<file path="src/rtl/mpmc11_pkg.sv">
// Shared types and constants for the mpmc11 memory-controller datapath.
// Holds the write-data-FIFO sequencer state encoding and strip index width.
package mpmc11_pkg;

  localparam int MPMC11_STRIP_BITS = 6;

  typedef enum logic [1:0] {
    IDLE = 2'd0,
    XFER = 2'd1,
    DONE = 2'd2
  } mpmc11_wdf_seq_state_t;

endpackage : mpmc11_pkg

</file>
<file path="src/rtl/mpmc11_wdf_sequencer.sv">
// Streams one multi-strip write burst from the line buffer into the MIG write-data
// FIFO, honouring app_wdf_rdy back-pressure and flagging the final strip with app_wdf_end.
module mpmc11_wdf_sequencer
  import mpmc11_pkg::*;
#(
  parameter int DATA_WIDTH = 128
) (
  input  logic                          clk,
  input  logic                          rst,
  input  logic                          start,
  input  logic [MPMC11_STRIP_BITS-1:0]  num_strips,
  output logic [MPMC11_STRIP_BITS-1:0]  strip_idx,
  input  logic [DATA_WIDTH-1:0]         strip_dat,
  input  logic [DATA_WIDTH/8-1:0]       strip_sel,
  input  logic                          app_wdf_rdy,
  output logic                          app_wdf_wren,
  output logic                          app_wdf_end,
  output logic [DATA_WIDTH-1:0]         app_wdf_data,
  output logic [DATA_WIDTH/8-1:0]       app_wdf_mask,
  output logic [MPMC11_STRIP_BITS-1:0]  strip_cnt,
  output logic                          busy,
  output logic                          done
);

  mpmc11_wdf_seq_state_t state_q, state_d;

  logic [MPMC11_STRIP_BITS-1:0] last_q,      last_d;
  logic [MPMC11_STRIP_BITS-1:0] strip_idx_q, strip_idx_d;
  logic [MPMC11_STRIP_BITS-1:0] strip_cnt_q, strip_cnt_d;
  logic [DATA_WIDTH-1:0]        data_q,      data_d;
  logic [DATA_WIDTH/8-1:0]      mask_q,      mask_d;
  logic                         wren_q,      wren_d;
  logic                         end_q,       end_d;
  logic                         busy_q,      busy_d;
  logic                         done_q,      done_d;
  logic                         accept;

  assign accept = wren_q & app_wdf_rdy;

  always_comb begin
    state_d     = state_q;
    last_d      = last_q;
    strip_idx_d = strip_idx_q;
    strip_cnt_d = strip_cnt_q;
    data_d      = data_q;
    mask_d      = mask_q;
    wren_d      = wren_q;
    end_d       = end_q;
    done_d      = 1'b0;

    unique case (state_q)
      IDLE: begin
        strip_idx_d = '0;
        if (start) begin
          last_d      = num_strips;
          data_d      = strip_dat;
          mask_d      = ~strip_sel;
          strip_cnt_d = '0;
          wren_d      = 1'b1;
          end_d       = (num_strips == '0);
          strip_idx_d = MPMC11_STRIP_BITS'(1);
          state_d     = XFER;
        end
      end

      XFER: begin
        if (accept) begin
          if (end_q) begin
            wren_d  = 1'b0;
            end_d   = 1'b0;
            done_d  = 1'b1;
            state_d = DONE;
          end else begin
            // strip_idx wraps to 0 after strip 63 is loaded; that value is never consumed
            data_d      = strip_dat;
            mask_d      = ~strip_sel;
            strip_cnt_d = strip_idx_q;
            strip_idx_d = strip_idx_q + MPMC11_STRIP_BITS'(1);
            end_d       = (strip_idx_q == last_q);
          end
        end
      end

      DONE: begin
        strip_idx_d = '0;
        state_d     = IDLE;
      end

      default: begin
        state_d = IDLE;
        wren_d  = 1'b0;
        end_d   = 1'b0;
      end
    endcase

    busy_d = (state_d != IDLE);
  end

  always_ff @(posedge clk) begin
    if (rst) begin
      state_q     <= IDLE;
      last_q      <= '0;
      strip_idx_q <= '0;
      strip_cnt_q <= '0;
      data_q      <= '0;
      mask_q      <= '0;
      wren_q      <= 1'b0;
      end_q       <= 1'b0;
      busy_q      <= 1'b0;
      done_q      <= 1'b0;
    end else begin
      state_q     <= state_d;
      last_q      <= last_d;
      strip_idx_q <= strip_idx_d;
      strip_cnt_q <= strip_cnt_d;
      data_q      <= data_d;
      mask_q      <= mask_d;
      wren_q      <= wren_d;
      end_q       <= end_d;
      busy_q      <= busy_d;
      done_q      <= done_d;
    end
  end

  assign strip_idx    = strip_idx_q;
  assign strip_cnt    = strip_cnt_q;
  assign app_wdf_data = data_q;
  assign app_wdf_mask = mask_q;
  assign app_wdf_wren = wren_q;
  assign app_wdf_end  = end_q;
  assign busy         = busy_q;
  assign done         = done_q;

endmodule : mpmc11_wdf_sequencer

</file>
<file path="config.mk">
export PLATFORM = sky130hd
export DESIGN_NAME = mpmc11_wdf_sequencer
export DESIGN_NICKNAME = d
export VERILOG_FILES = /design/src/rtl/mpmc11_pkg.sv /design/src/rtl/mpmc11_wdf_sequencer.sv
export SDC_FILE = /design/constraint.sdc
export NUM_CORES = 1
export LEC_CHECK = 0
export CAP_MARGIN = 20
export CORE_MARGIN = 2
export CORE_UTILIZATION = 39
export DETAILED_ROUTE_END_ITERATION = 10
export PLACE_DENSITY = 0.79
export SYNTH_ARGS = -nofsm -noshare
export SYNTH_HDL_FRONTEND = slang
export SYNTH_SLANG_ARGS = --single-unit
export TNS_END_PERCENT = 5
</file>
<file path="constraint.sdc">
create_clock -name clk -period 2.31 [get_ports clk]
set_input_delay 0.231 -clock clk [delete_from_list [all_inputs] [get_ports clk]]
set_output_delay 0.231 -clock clk [all_outputs]
set_load 0.05 [all_outputs]
</file>
Word-level counts from Yosys, hierarchy flattened
Cells that the tools add are included.

Flip-flop bits (word level): 168. RAM bits: 0. Memory bits (read-only): 0. Logic and storage cells: 63. Bits in latches: 0. Memories: 0. Output and inout port bits: 160.

$lt $le $gt $ge: 0. Muxes and demuxes: 29. Reductions and logical operators: 11. Multiply operators: 0. Eq/ne operators: 7. Shift operators: 0. $add $sub $neg: 1. Divide/modulo/power cells: 0. Bitwise gates (word level): 5.

Operators with widths (number): 128-bit two-way mux (3); 128-bit one-hot mux with 2 select lines (1); 16-bit two-way mux (3); 16-bit one-hot mux with 2 select lines (1); 6-bit two-way mux (5); 6-bit one-hot mux with 3 select lines (1); 16-bit inverter (1); 6-bit one-hot mux with 2 select lines (1); 1-bit two-way mux (8); 2-bit != test (second input constant) (4); 4-bit AND reduction (2); 6-bit by 1-bit adder with 6-bit output (second input constant) (1); 6-bit equality test (1); 6-bit logical NOT (1); 2-bit two-way mux (3); 1-bit one-hot mux with 3 select lines (2); 3-bit AND reduction (2); 2-bit one-hot mux with 2 select lines (1); 2-bit nonzero test (2); 1-bit inverter (3); 3-bit nonzero test (1); 3-bit OR reduction (1); 2-bit by 1-bit equality test with 1-bit output (second input constant) (1); 2-bit equality test (second input constant) (1); other kinds (3) (3).

Longest topological paths before layout
Depth after elaboration: 4. Mapped depth: 9. Depth with buffers taken out: 6.

Worst setup path after synthesis
Ideal clock, no wire load.

Path kind: register to register. Start point: register wren_q (netlist: app_wdf_wren). End point: register data_q[73] (netlist: app_wdf_data[73]). Cell stages (with the launch flop): 7. Path slack: 0.409 ns. Period minus slack after synthesis: 1.901 ns. Data arrival time: 1.831 ns. Data required time: 2.240 ns. Setup time: 0.070 ns. Cell sequence: dfxtp_1 nand3b_4 a211oi_2 buf_4 buf_2 nand2_1 a21oi_1.

Word-level cells in the longest chain between the ends: 3.

Ends and longest elaborated chain: from (decl) (RTL line mpmc11_wdf_sequencer.sv:32) `logic wren_q, wren_d;`; from (signal assigned) (RTL line mpmc11_wdf_sequencer.sv:118) `wren_q <= wren_d;`; 1-bit AND (RTL line mpmc11_wdf_sequencer.sv:38) `assign accept = wren_q & app_wdf_rdy;`; 2-bit != test (no source line); 4-bit AND reduction (no source line); to (signal assigned) (RTL line mpmc11_wdf_sequencer.sv:116) `data_q <= data_d;`; to (decl) (RTL line mpmc11_wdf_sequencer.sv:30) `logic [DATA_WIDTH-1:0] data_q, data_d;`.

Every way passes these cells. A chain may end at the register's enable or synchronous reset.

Worst setup path in the final report
Start point: register state_q[0]. End point: register data_q[31] (netlist: app_wdf_data[31]).

Word-level cells in the longest chain between the ends: 3. Elaborated cells on any way between the ends: 8. Classes of those cells: eq/ne (4); mux (1); reduce/logical (3).

Ends and longest elaborated chain: from (decl) (RTL line mpmc11_wdf_sequencer.sv:25) `mpmc11_wdf_seq_state_t state_q, state_d;`; from (signal assigned) (RTL line mpmc11_wdf_sequencer.sv:112) `state_q <= state_d;`; 2-bit by 1-bit equality test with 1-bit output or 2-bit logical NOT (tied branches) (RTL line mpmc11_wdf_sequencer.sv:51) `unique case (state_q)`; 2-bit != test (no source line) or 2-bit nonzero test (tied branches); 4-bit AND reduction (no source line).

Several ways; a longest one is shown, not always the timed one.

==> impl_metrics.yaml <==
outcome:
  outcome: "completed"
grt:
  grt_max_degree: 95
  grt-ovfl-total: 0
  antenna_found_initial: 1
  grt_pass1_wl_mm: 27.7
  gr-usage-all-layers_pct: 21.2
  grt_pass1_vias: 5458
synth:
  synthFlopType: "dfxtp_1"
  synth_nets: 895
  netlist_instances: 736
  avgSynthCellArea_um2: 8.19
  synthTopCellsByArea: "dfxtp_1 56%, nand2_1 17%, a21oi_1 12%, a211oi_1 2.2%, buf_2 1.8%"
  async_flop_share_pct: 0
  ys_ff_latch: 168
  synthesis.area_um2: 6030
  ys_types: 32
  synth_warnings: 0
  seq_area_frac_synth_pct: 55.8
  synth_top_area_share_pct: 55.8
  synth-edff-count: 0
  yosysTopAreaCell: "dfxtp_1"
timing:
  slew_viol_final: 0
  post-route-period-util_pct: 92.3
  tns_ns: 0
  fmax_mhz: 469
  fin_crit_ns: 2.13
  rsz0062_at_grt: "no"
  tightestPinTransition_ns: 0.749
  relSlewSlack_pct: 50.1
  hold_viol_final: 0
  setup_viol: 0
  fin_skew_ns: 0.0103
pwr:
  vdd_ir_drop_max_mv: 0.461
  p_leak_nw: 3.68
  p_clk_share_pct: 30.7
  internal-power_w: 0.00551
  power_switching_w: 0.00280
  p_sw_share_pct: 33.7
  comb_power_share_pct: 29.6
  seqPwrFrac_pct: 39.8
  p_per_area_nw_per_um2: 845
route:
  dr.pass1.iters: 4
  post-route-drc-count: 0
  ant_nets: 0
  wire_per_inst_um: 14.8
  drt_iter0_markers: 352
  wirelength_mm: 18.1
  post_drt_via_cell_ratio: 4.82
  vias: 5913
floorplan:
  io_pins: 314
  initial_core_util_pct: 39.8
  std_cell_rows: 45
  die_area_um2: 16500
  die_x_um: 128
  coreArea_um2: 15100
  die_h_um: 128
place:
  hpwl_mm: 12.8
  io_buffers: 313
  place.gp.congestion: 0.821
  placed_area_um2: 9300
cells_and_area:
  area_growth_pct: 63.1
  nets: 1185
  drive_gt1_share_pct: 4.53
  design_area_um2: 9830
clock_tree:
  clock_latency_ns: 0.42
  h-tree-depth: 4
  cts_root_buffer: "clkbuf_16"
  clk_pin_slew_worst_paths_ns: 0.06
  cts_made_buffers: 17
  clock-sinks: 168
  cts_resized: 0
  post-cts-setup-buffer-count: 0
  cts_tree: "yes"
  hold_buffers: 0
  clockBufferDepth: 2
min_path:
  min_path_type: "input port to register"
worst_setup_path:
  cp_max_fo: 94
  cp-end-kind: "register"
  path_class: "register to register"
  startpoint_type: "register"
  arrival_ns: 2.47
  required_ns: 2.65
flow_run:
  cap_violations: 0
## placed cells by master (no fill, tap or decap), types with 4 or more instances in the layout
cell	count
a211oi_1	18
a21oi_1	139
a22o_1	6
buf_12	5
buf_4	9
clkbuf_16	17
clkdlybuf4s50_1	312
dfxtp_1	168
ha_1	5
nand2_1	268
nand3_1	11
nor2_1	26
nor3_1	8
xor2_1	4
## metal layers
layer	routed length, um	share of wire, %	global-route usage, %	up-vias
met3	1080	6.0	5.76	32
met4	430	2.4	9.37	0
li1	-	-	-	2996
met5	0	0	0	-
met2	9210	51	35.7	186
met1	7410	41	25.5	2699
## cells by family after synthesis
| group | after synthesis | share of synthesized area [%] |
|---|---|---|
| DFF | 168 | 55.8 |
| xor gates and xnor gates | 7 | 1.02 |
| and+or+nand+nor | 321 | 21.0 |
| buffers and inverters | 58 | 4.57 |
| adders and majority gates | 5 | 1.04 |
| AOI/OAI and AO/OA | 177 | 16.6 |
## path summary, 6_finish.rpt
kind	startpoint	endpoint	slack [ns]	cells past startpoint
hold reg to reg	app_wdf_data[23]	app_wdf_data[23]	0.45	2
setup / recovery	state_q[0]	app_wdf_data[31]	0.18	7
hold / removal	rst	strip_idx[1]	0.22	2
setup reg to reg	state_q[0]	app_wdf_data[31]	0.18	7
## state kept, by name, indices dropped and copies added (netlist names), 2 cells and up
signal	count
app_wdf_data	128
state_q	2
last_q	6
strip_idx	6
strip_cnt	6
app_wdf_mask	16
## worst max-delay path: stages (launching register included)
cell	delay, ns
dfxtp_1	0.40
inv_1	0.09
ha_1	0.21
nor2b_1	0.22
a211oi_4	0.38
buf_12	0.36
nand2_1	0.13
a21oi_1	0.17
## area by class of cell
class	count	area, um2
clock inverter	7	46.3
timing repair buffer	326	3290
clock buffer	23	478
tap	188	235
inverter	3	11.3
sequential	168	3360
multi-input combinational	510	2400
antenna	1	2.50
fill	1252	5320
## Yosys cell counts, types with 3 or more instances
library cell,instances
a21oi_1,139
ha_1,5
xnor2_1,3
nand2_1,268
inv_1,3
nand3_1,11
a211oi_1,18
a311oi_1,3
nor3_1,8
dfxtp_1,168
xor2_1,4
buf_2,22
nor2_1,26
clkbuf_1,25
a22o_1,6
buf_4,8
## power groups by stage
stage	Sequential, W	Clock [W]	Combinational [W]
floorplan	0.00424	0	0.000641
global placement	0.00335	0	0.00245
detailed placement	0.00337	0	0.00247
CTS	0.00330	0.00261	0.00248
global route	0.00333	0.00273	0.00262
finish	0.00330	0.00255	0.00246
## per-stage QoR
stage	util, %	worst slack [ns]	power, W	hold WS (ns)	cells
finish	64.9	0.178	0.00831	0.218	1226
global route	64.9	0.0172	0.00867	0.213	1226
CTS	64.9	0.196	0.00839	0.198	1225
detailed placement	61.4	0.162	0.00584	0.446	1195
global placement	61.4	0.280	0.00580	0.440	1195
floorplan	-	0.409	0.00488	0.327	736
Power figures use the tool's default switching activity.
==> RTL edit 1: new RTL, config.mk and constraints unchanged <==
The 3 states of `mpmc11_wdf_seq_state_t` get a one-hot encoding in 3 bits.
--- a/src/rtl/mpmc11_pkg.sv
+++ b/src/rtl/mpmc11_pkg.sv
@@ -4,10 +4,10 @@
 
   localparam int MPMC11_STRIP_BITS = 6;
 
-  typedef enum logic [1:0] {
-    IDLE = 2'd0,
-    XFER = 2'd1,
-    DONE = 2'd2
+  typedef enum logic [2:0] {
+    IDLE = 3'b001,
+    XFER = 3'b010,
+    DONE = 3'b100
   } mpmc11_wdf_seq_state_t;
 
 endpackage : mpmc11_pkg
Function: same outputs for any inputs over 4 cycles, from zero or initial values and one cycle with rst high; so few cycles prove little.
==> RTL edit 1 against the unedited design <==
Core utilization grew 1.2 points; synthesized area decreased by 0.54%; final area increased by 1.5%; synthesized cell count increased by 0.27%; wire length about the same; die area down 0.52%; worst setup slack improved by 0.050 ns; final cell count is 0.90% higher; sequential cell count up 1; total power down 5.6%; critical endpoint is now strip_idx[5]; largest cell class unchanged; largest power group unchanged.
==> RTL edit 1: results (changes against the unedited design) <==
- Status: complete, no violations (unchanged)
- Clock transition at the register clock pins on the worst setup and hold paths after CTS: 0.06 ns (about the same)
- Met2 usage: 36.2% (was 35.7%)
- FF-to-FF setup slack: 0.23 ns (was 0.18 ns)
- Number of stages on the worst hold path: 2 (unchanged)
- Fin nets: 1191 (was 1185)
- Ranking of synthesized cells by instance count: 272 x nand2_1, 169 x dfxtp_1, 142 x a21oi_1 (was 268 x nand2_1, 168 x dfxtp_1, 139 x a21oi_1)
- Diodes inserted: 0 (was 1)
- Standby leakage power: 3.69 nW (was 3.68 nW)
- Number of library cell types mapped by synthesis: 35 (was 32)
- Final worst clock skew: 0.00768 ns (was 0.0103 ns)
- Maximum number of pins on one net before global-route repair: 55 (was 95)
- Hold Path Class: input pin to register (unchanged)
- R2R depth: 4 (was 7)
- Number of global-route vias before repair: 5651 (was 5458)
- Clock tree root driver cell: clkbuf_16 (unchanged)
- H-Tree Depth: 4 (unchanged)
- CTS max path bufs: 2 (unchanged)
- Share of the yosys chip area belonging to registers: 56.5% (was 55.8%)
- Ratio of cells with drive above 1 in the final layout: 5.53% (was 4.53%)
- Drt initial violations: 264 (was 352)
- Total length of routed wires: 18.1 mm (about the same)
- DPL Wire Length: 12.9 mm (was 12.8 mm)
- Final GP Congestion: 0.826 (was 0.821)
- Post_cts resized: 0 (unchanged)
- Fin Hold WS: 0.305 ns (was 0.218 ns)
- Clock buffers created by TritonCTS: 17 (unchanged)
- Min-delay src: rst (unchanged)
- Number of antenna violations at the first check in global routing: 0 (was 1)
- Global routing met3 resource utilization: 7.76% (was 5.76%)
- Count of synthesis-stage warnings from yosys: 0 (unchanged)
- Share of synthesized registers carrying an async set or reset: 0% (unchanged)
- Biggest area contributors in the synthesized netlist: dfxtp_1 56%, nand2_1 17%, a21oi_1 12%, a211oi_1 2.0%, clkbuf_1 1.9% (was dfxtp_1 56%, nand2_1 17%, a21oi_1 12%, a211oi_1 2.2%, buf_2 1.8%)
- Data arrival time of the critical path: 2.43 ns (was 2.47 ns)
- IO buf count: 313 (unchanged)
- Wire length of the first global-routing pass: 28.2 mm (was 27.7 mm)
- All-Layer GR Usage: 21.7% (was 21.2%)
- Met1 usage in global routing: 25.7% (was 25.5%)
- First-pass DRT Iterations: 4 (unchanged)
- Peak fanout along the critical path: 10 (was 94)
- Worst skew pair latency: 0.42 ns (about the same)
- Routed vias/inst: 4.88 (was 4.82)
- Endpoint of the lowest-slack register-to-register path: strip_idx[5] (was app_wdf_data[31])
- Number of flip-flops in the largest register: 128 (unchanged)
- Origin of the critical flop-to-flop path: state_q[1] (was state_q[0])
- Hold worst-path end: state_q[1] (was strip_idx[1])
- Largest vdd supply drop: 0.427 mV (was 0.461 mV)
- Synthesized net count: 893 (was 895)
- Post CTS Setup Buffer Count: 0 (unchanged)
- Worst rel slew slack: 44.4% (was 50.1%)
- Fillcell total: 1260 (was 1252)
## RTL edit 1: stage by stage
stage               setup WS (ns)  area, sq um  std cells  util [%]
floorplan                   0.385         5990        738         -
global placement            0.160         9390       1205      62.2
detailed placement          0.126         9390       1205      62.2
CTS                         0.247         9970       1237      66.1
global route                0.116         9970       1237      66.1
finish                      0.228         9970       1237      66.1
## RTL edit 1: worst max-delay path by stage
stage	startpoint	end	slack [ns]	depth (start not counted)
floorplan	app_wdf_wren	strip_idx[5]	0.39	4
global placement	start	app_wdf_data[0]	0.16	7
detailed placement	start	app_wdf_data[111]	0.13	7
CTS	state_q[1]	strip_idx[5]	0.25	4
global route	state_q[1]	app_wdf_data[96]	0.12	6
finish	state_q[1]	strip_idx[5]	0.23	4
## RTL edit 1: power breakdown
| group | total, mW | switching (mW) | internal [mW] |
|---|---|---|---|
| clock network | 2.81 | 1.18 | 1.63 |
| registers | 3.21 | 0.101 | 3.10 |
| logic | 1.83 | 1.11 | 0.720 |
## RTL edit 1: cell type report
cell class | instances | area (sq um) | area share [%]
timing repair buffer | 333 | 3380 | 33.9
tap | 188 | 235 | 2.36
inverter | 4 | 15.0 | 0.151
sequential | 169 | 3380 | 33.9
multi-input combinational | 511 | 2370 | 23.8
clock inverter | 14 | 148 | 1.48
clock buffer | 18 | 439 | 4.40
## RTL edit 1: kinds of logic after synthesis
group / synth area share [%]
simple gates: 21.4
compound gates: 16.9
flops: 56.5
buf+inv: 4.22
xor+xnor: 0.877
fa+ha+maj: 0.209
## RTL edit 1: metal layers
metal	share of wire [%]	vias to the layer above
met3	8.9	28
met5	0	-
met1	41	2726
met4	2.2	0
met2	48	243
li1	-	3035
## RTL edit 1: critical path, cell delays in order (launching register included)
cell and delay, ns:
dfxtp_1 0.45, or3b_1 0.56, o211a_4 0.36, or4_1 0.50, a21oi_1 0.14
==> RTL edit 2: new RTL, same settings <==
Without the edit above. The package constant `MPMC11_STRIP_BITS` goes from 6 to 7.
--- a/src/rtl/mpmc11_pkg.sv
+++ b/src/rtl/mpmc11_pkg.sv
@@ -2,7 +2,7 @@
 // Holds the write-data-FIFO sequencer state encoding and strip index width.
 package mpmc11_pkg;
 
-  localparam int MPMC11_STRIP_BITS = 6;
+  localparam int MPMC11_STRIP_BITS = 7;
 
   typedef enum logic [1:0] {
     IDLE = 2'd0,
Interface: changed (resized num_strips, strip_cnt and strip_idx); port bits go from 314 to 317. The function was not compared with the original's and may differ.
==> RTL edit 2 against the unedited design <==
Sequential share of layout area is 0.27 points lower; total power rose by 5.1%; critical path depth unchanged; clock power grew 13%; wire length rose by 1.7%; sequential cell count grew 3; synthesized area rose by 1.5%; worst setup slack better by 0.0050 ns; core utilization is 1.2 points higher; maximum frequency is 0.23% higher; non-clock buffer count increased by 5; count of clock-buffer cells in the layout down 5; final area up 2.6%.
==> RTL edit 2: results (changes against the unedited design) <==
- Largest vdd supply drop: 0.456 mV (was 0.461 mV)
- Endpoint of the lowest-slack register-to-register path: app_wdf_mask[13] (was app_wdf_data[31])
- DPL Wire Length: 13.0 mm (was 12.8 mm)
- IO buf count: 316 (was 313)
- Ratio of cells with drive above 1 in the final layout: 4.80% (was 4.53%)
- Number of library cell types mapped by synthesis: 34 (was 32)
- Wire length of the first global-routing pass: 28.9 mm (was 27.7 mm)
- Share of the yosys chip area belonging to registers: 56.0% (was 55.8%)
- Cell count after synthesis: 754 (was 736)
- Number of antenna violations at the first check in global routing: 0 (was 1)
- Post CTS Setup Buffer Count: 0 (unchanged)
- Peak fanout along the critical path: 73 (was 94)
- Biggest area contributors in the synthesized netlist: dfxtp_1 56%, nand2_1 17%, a21oi_1 11%, a211oi_1 2.1%, clkbuf_1 2.0% (was dfxtp_1 56%, nand2_1 17%, a21oi_1 12%, a211oi_1 2.2%, buf_2 1.8%)
- Diodes inserted: 0 (was 1)
- Drt initial violations: 187 (was 352)
- Final GP Congestion: 0.759 (was 0.821)
- Worst rel slew slack: 59.1% (was 50.1%)
- Count of synthesis-stage warnings from yosys: 0 (unchanged)
- H-Tree Depth: 4 (unchanged)
- Ranking of synthesized cells by instance count: 271 x nand2_1, 171 x dfxtp_1, 140 x a21oi_1 (was 268 x nand2_1, 168 x dfxtp_1, 139 x a21oi_1)
- Share of synthesized registers carrying an async set or reset: 0% (unchanged)
- Number of global-route vias before repair: 5759 (was 5458)
- Status: complete, no violations (unchanged)
- Finished Layout Cells: 1274 (was 1226)
- All-Layer GR Usage: 21.7% (was 21.2%)
- Clock period minus final worst setup slack: 2.13 ns (about the same)
- Fin nets: 1210 (was 1185)
- Routed vias/inst: 4.79 (was 4.82)
- Total length of routed wires: 18.4 mm (was 18.1 mm)
- Hold worst-path end: strip_cnt[3] (was strip_idx[1])
- DP Worst Slack: 0.204 ns (was 0.162 ns)
- Maximum number of pins on one net before global-route repair: 88 (was 95)
- Min-delay src: rst (unchanged)
- Fillcell total: 1300 (was 1252)
- Synthesized net count: 914 (was 895)
- Data arrival time of the critical path: 2.45 ns (was 2.47 ns)
- Standby leakage power: 3.77 nW (was 3.68 nW)
- Final worst clock skew: 0.00657 ns (was 0.0103 ns)
RTL edit 2: cell count changes after synthesis, sizes merged, moves of 4 or more:
cell    change
a22oi       +7
nor3        -4
clkbuf      +8
buf         -9
xor2        +6
nor2        +6
o21ai       +6
a22o        -6
RTL edit 2: logic make-up (layout without fill, tap and decap cells):
family,count (synthesis),in the layout,share of synthesized area [%]
mux,1,1,0.164
simple gates,331,331,21.4
compound gates,179,179,16.1
flops,171,171,56.0
buf+inv,57,366,3.99
fa+ha+maj,5,5,1.02
xor+xnor,10,10,1.43
RTL edit 2: worst max path at each step:
stage	end	cells past startpoint	from
5_1_grt	app_wdf_mask[9]	7	state_q[0]
2_1_floorplan	app_wdf_data[46]	7	app_wdf_wren
6_report	app_wdf_mask[13]	7	state_q[0]
4_1_cts	app_wdf_mask[13]	7	state_q[0]
3_3_place_gp	app_wdf_data[119]	6	start
3_5_place_dp	app_wdf_data[124]	6	start
RTL edit 2: metrics by stage:
stage | utilization (%) | instance area, sq um | hold WS, ns | power [mW]
CTS | 66.1 | 10100 | 0.223 | 8.82
finish | 66.1 | 10100 | 0.240 | 8.73
floorplan | - | 6120 | 0.308 | 4.95
global placement | 62.2 | 9490 | 0.440 | 5.89
detailed placement | 62.2 | 9490 | 0.446 | 5.92
global route | 66.1 | 10100 | 0.249 | 9.12
RTL edit 2: power by group:
group	internal [mW]	switching [mW]	leakage (nW)	total [mW]
sequential	3.22	0.144	1.40	3.36
combinational	0.903	1.58	2.08	2.48
clock	1.71	1.19	0.287	2.89
RTL edit 2: layer usage:
layer	vias to the layer above	track usage (%)	routed length, microns
met3	28	7.43	1600
met4	0	7.99	395
li1	3078	-	-
met1	2776	25.0	7500
met2	215	37.3	8940
met5	-	0	0
RTL edit 2: layout make-up:
cell class	instances	area, sq um	area share (%)
Tap cell	211	264	2.62
Clock inverter	14	168	1.66
Clock buffer	18	429	4.26
Multi-Input combinational cell	526	2470	24.5
Sequential cell	171	3420	33.9
Timing Repair Buffer	331	3320	32.9
Inverter	3	11.3	0.112
RTL edit 2: worst max-delay path: stages (launching register included):
cell and delay (ns):
dfxtp_1 0.41, inv_1 0.09, ha_1 0.25, and2b_1 0.27
a211oi_4 0.34, buf_12 0.32, nor2_1 0.09, a211oi_1 0.24
